<file path="src/rtl/trig_event_fifo.sv">
// trig_event_fifo: captures {trig_number, timestamp} on trig_in rising edges into a FIFO
// and streams each entry out as two 32-bit words (high word first) over a valid/ready port.
module trig_event_fifo #(
    parameter int DEPTH_LOG2 = 4
) (
    input  logic                  clk_adc,
    input  logic                  rst,
    input  logic                  trig_in,
    input  logic [7:0]            trig_number,
    input  logic [55:0]           clock_counter,
    input  logic                  clear_flags,
    output logic [31:0]           out_data,
    output logic                  out_valid,
    input  logic                  out_ready,
    output logic [DEPTH_LOG2:0]   fifo_count,
    output logic                  overflow,
    output logic [15:0]           drop_count
);
    localparam int DEPTH = 2 ** DEPTH_LOG2;

    typedef enum logic [1:0] {IDLE, HI, LO} state_t;

    state_t                  state;
    logic [63:0]             mem [DEPTH];
    logic [DEPTH_LOG2-1:0]   wr_ptr, rd_ptr;
    logic [31:0]             held_lo;
    logic                    trig_in_d, capture, full, push, drop, pop;
    logic [63:0]             head;

    assign capture = trig_in & ~trig_in_d;
    // Fullness uses the registered count only, so a same-cycle pop never frees a slot.
    assign full    = fifo_count == (DEPTH_LOG2 + 1)'(DEPTH);
    assign push    = capture & ~full;
    assign drop    = capture & full;
    assign pop     = (fifo_count != 0) && (state == IDLE || (state == LO && out_ready));
    assign head    = mem[rd_ptr];

    always_ff @(posedge clk_adc) begin
        if (push) mem[wr_ptr] <= {trig_number, clock_counter};
    end

    always_ff @(posedge clk_adc) begin
        if (rst) begin
            trig_in_d  <= 1'b1;
            wr_ptr     <= '0;
            rd_ptr     <= '0;
            fifo_count <= '0;
            overflow   <= 1'b0;
            drop_count <= '0;
            state      <= IDLE;
            out_valid  <= 1'b0;
            out_data   <= '0;
            held_lo    <= '0;
        end else begin
            trig_in_d  <= trig_in;
            if (push) wr_ptr <= wr_ptr + 1'b1;
            if (pop) rd_ptr <= rd_ptr + 1'b1;
            fifo_count <= fifo_count + (DEPTH_LOG2 + 1)'(push) - (DEPTH_LOG2 + 1)'(pop);
            overflow   <= drop | (overflow & ~clear_flags);
            drop_count <= clear_flags ? {15'd0, drop} :
                          (drop && drop_count != 16'hFFFF) ? drop_count + 16'd1 : drop_count;
            // A pop from IDLE or from LO-with-handshake both load the next entry straight into HI.
            if (pop) begin
                state     <= HI;
                out_valid <= 1'b1;
                out_data  <= head[63:32];
                held_lo   <= head[31:0];
            end else if (state == HI && out_ready) begin
                state    <= LO;
                out_data <= held_lo;
            end else if (state == LO && out_ready) begin
                state     <= IDLE;
                out_valid <= 1'b0;
            end
        end
    end
endmodule
</file>
<file path="config.mk">
export PLATFORM = sky130hd
export DESIGN_NAME = trig_event_fifo
export DESIGN_NICKNAME = d
export VERILOG_FILES = /design/src/rtl/trig_event_fifo.sv
export SDC_FILE = /design/constraint.sdc
export NUM_CORES = 1
export LEC_CHECK = 0
export BUFFER_PORTS_ARGS = -buffer_cell sky130_fd_sc_hd__clkbuf_2
export CAP_MARGIN = 20
export CORE_MARGIN = 5
export CORE_UTILIZATION = 50
export DETAILED_ROUTE_END_ITERATION = 7
export PLACE_DENSITY = 0.66
export SETUP_SLACK_MARGIN = 0.4
export SYNTH_ARGS = -nofsm -noshare
export SYNTH_HDL_FRONTEND = slang
export SYNTH_SLANG_ARGS = --single-unit
</file>
<file path="constraint.sdc">
create_clock -name clk_adc -period 9.55 [get_ports clk_adc]
set_clock_uncertainty 0.05 [all_clocks]
set_input_delay 0 -clock clk_adc [delete_from_list [all_inputs] [get_ports clk_adc]]
set_output_delay 0 -clock clk_adc [all_outputs]
set_load 0.1 [all_outputs]
</file>
==> reports/qor.yml <==
status: "complete, no violations"
start_util_pct: 50.5
synth_warnings: 0
synth_nets: 2129
grtUsageTotal_pct: 22.3
die_x_um: 304
drt-initial-drc-count: 2336
async_reset_ff_share_pct: 0
vdd_ir_drop_max_v: 0.000202
routabilityCongestion: 0.755
min_path_type: "in -> reg"
cts_buffer_depth: 3
syn2layout_area_growth_pct: 14.7
holdPathStages: 4
synth_top_flop_cell: "edfxtp_1"
portBuffers: 123
seq_area_frac_synth_pct: 76.1
fmax_ghz: 0.250
hpwl_um: 52400
end_kind: "flip-flop"
grt_pass1_wl_um: 150000
netSwitchingFraction_pct: 28.3
r2r_start: "fifo_count[2]"
placed_area_um2: 45200
wl_per_cell_um: 28.7
drcViolationCount: 0
drt_wl_total_um: 101000
grt_pass1_vias: 22500
total_power_mw: 12.6
die_area_um2: 92200
grt_max_degree: 102
timing.critical_path.from: "fifo_count[2]"
p_seq_share_pct: 45.7
worstPathCellList: "inv_1, ha_1, and4bb_2, nor2_1, nand2_1, nor2_4, buf_4, buf_4"
cts_buffers: 111
antenna_found_initial: 6
clkTransAtPathRegs_ns: 0.06
period_minus_slack_ns: 4.00
hold_start: "clear_flags"
final_antenna_net_count: 0
cts_tree: "yes"
r2r_cells: 8
synthesis.area_um2: 43100
p_switching_mw: 3.58
post-place-ws_ns: 5.49
finalHoldViolCount: 0
grt_overflow: 0
cp_slowest_cell: "nor2_4"
p_int_mw: 9.05
critical_path_arrival_ns: 4.26
cts_root_buffer: "clkbuf_16"
drv_cap: 0
clock_latency_ns: 0.67
fin_hold_ws_ns: 0.184
synth.avg_cell_area_um2: 21.0
crit_top_cell: "buf_4"
ios: 124
p_clk_share_pct: 33.6
cp_max_fo: 26
critPathMaxStageDelay_ns: 0.77
worst_setup_path_start_kind: "flip-flop"
via_per_inst: 6.08
fin_area_um2: 49400
synth_cell_types: 55
synth-seq-cells: 1126
final_layout_size_suffix_gt1_share_pct: 28.3
slew_violations: 0
fin_ws_ns: 5.55
post_cts_buffers: 0
fillerInstances: 6304
timing_worst_setup_path_type: "reg -> reg"
cp_top_family: "simple AND/OR/NAND/NOR gates"
crit_buf_inv: 3
rsz0062_at_grt: "no"
syn_inst: 2048
p_leak_nw: 15.7
nets: 2369
clock-sinks: 1126
synth_edf_count: 1024
crit_required_ns: 9.81
finalSetupViolCount: 0
setup_tns_ns: 0
core-area_um2: 85400
rows: 107
p_comb_share_pct: 20.7
die_y_um: 304
power.density_nw_per_um2: 255
critical_path_depth: 8
htree_levels: 3
period_share_pct: 41.9
vias: 21500
tightest_slew_ns: 1.10
firstDrtPassIters: 5
max-slew-margin-rel_pct: 26.9
==> per-layer routing <==
metal	global-route usage (%)	part of all wire, %	vias up
met5	0	0.028	-
met4	4.95	1.8	4
met3	4.72	8.2	138
met2	36.8	49	893
met1	31.2	41	11400
li1	-	-	9021
==> tightest hold or removal path: stages <==
cell and delay [ns]:
dlygate4sd3_1 0.52, clkbuf_2 0.16, a2111o_1 0.12, o31ai_1 0.06
==> area by class of cell <==
class / instances / area (um^2) / area share, %
Clock buffer: 156 / 3090 / 6.25
Multi-Input combinational cell: 794 / 9870 / 20.0
Sequential cell: 1126 / 32800 / 66.4
Inverter: 13 / 48.8 / 0.0987
Antenna cell: 4 / 10.0 / 0.0202
Timing Repair Buffer: 242 / 1710 / 3.46
Clock inverter: 52 / 478 / 0.967
Tap cell: 1144 / 1430 / 2.90
==> synthesized netlist by cell type, types with 7 or more instances <==
cell	number	area share [%]
ha_1	11	0.32
dfxtp_1	102	4.7
nor3b_1	33	0.57
mux2_2	63	1.6
nand3_1	9	0.10
buf_1	24	0.21
edfxtp_1	1024	71
nor2_1	37	0.32
a211o_1	33	0.67
buf_2	32	0.37
nor3_1	39	0.45
nand2_1	78	0.68
mux4_2	256	13
a21oi_1	50	0.58
clkbuf_1	49	0.43
nand4_1	7	0.10
a221o_1	31	0.72
inv_1	13	0.11
o31ai_1	7	0.12
mux2i_1	66	1.5
==> path summary, 6_finish.rpt <==
check	to	slack, ns
setup / recovery	mem[14][0]	5.55
hold / removal	drop_count[0]	0.18
setup reg to reg	mem[14][0]	5.55
hold reg to reg	held_lo[30]	0.43
==> logic make-up after synthesis <==
kind of cell | share of synthesized area (%)
xor gates and xnor gates | 0.183
adders and majority gates | 0.366
DFF | 76.1
AOI/OAI and AO/OA | 2.51
buffers and inverters | 1.34
and+or+nand+nor | 2.95
muxes | 16.6
==> through the flow <==
| step | utilization [%] | instances |
|---|---|---|
| after CTS | 57.9 | 3527 |
| final | 57.9 | 3531 |
| after detailed placement | 52.9 | 3248 |
| after global placement | 52.9 | 3248 |
| after floorplan | - | 2048 |
| after global routing | 57.9 | 3528 |
==> layout by cell type, fill, tap and decap left out, drive strengths merged, types with 33 or more instances in the layout <==
cell type	n
nor3b	33
mux2	63
dlygate4sd3	71
a211o	33
a21oi	50
clkinv	39
nor3	40
nand2	78
mux2i	66
mux4	256
dfxtp	102
buf	48
clkbuf	279
nor2	37
edfxtp	1024
==> sequential cells by signal, summed over array words and instances (netlist names), named ones only <==
register / cells
trig_in_d: 1
overflow: 1
state: 2
out_data: 32
drop_count: 16
held_lo: 32
wr_ptr: 4
fifo_count: 5
out_valid: 1
rd_ptr: 4
mem: 1024
==> power groups by stage <==
stage	Clock, mW	Sequential, mW	Combinational, mW
floorplan	0	6.26	1.61
global placement	0	5.87	2.59
detailed placement	0	5.88	2.61
CTS	4.30	5.78	2.65
global route	4.53	5.80	2.80
finish	4.24	5.77	2.62
==> timing repair <==
item | CTS | global route
hold endpoints to repair | 1060 | 0
gates resized for setup | 0 | 0
hold buffers | 71 | 0
(Power assumes the default switching activity.)
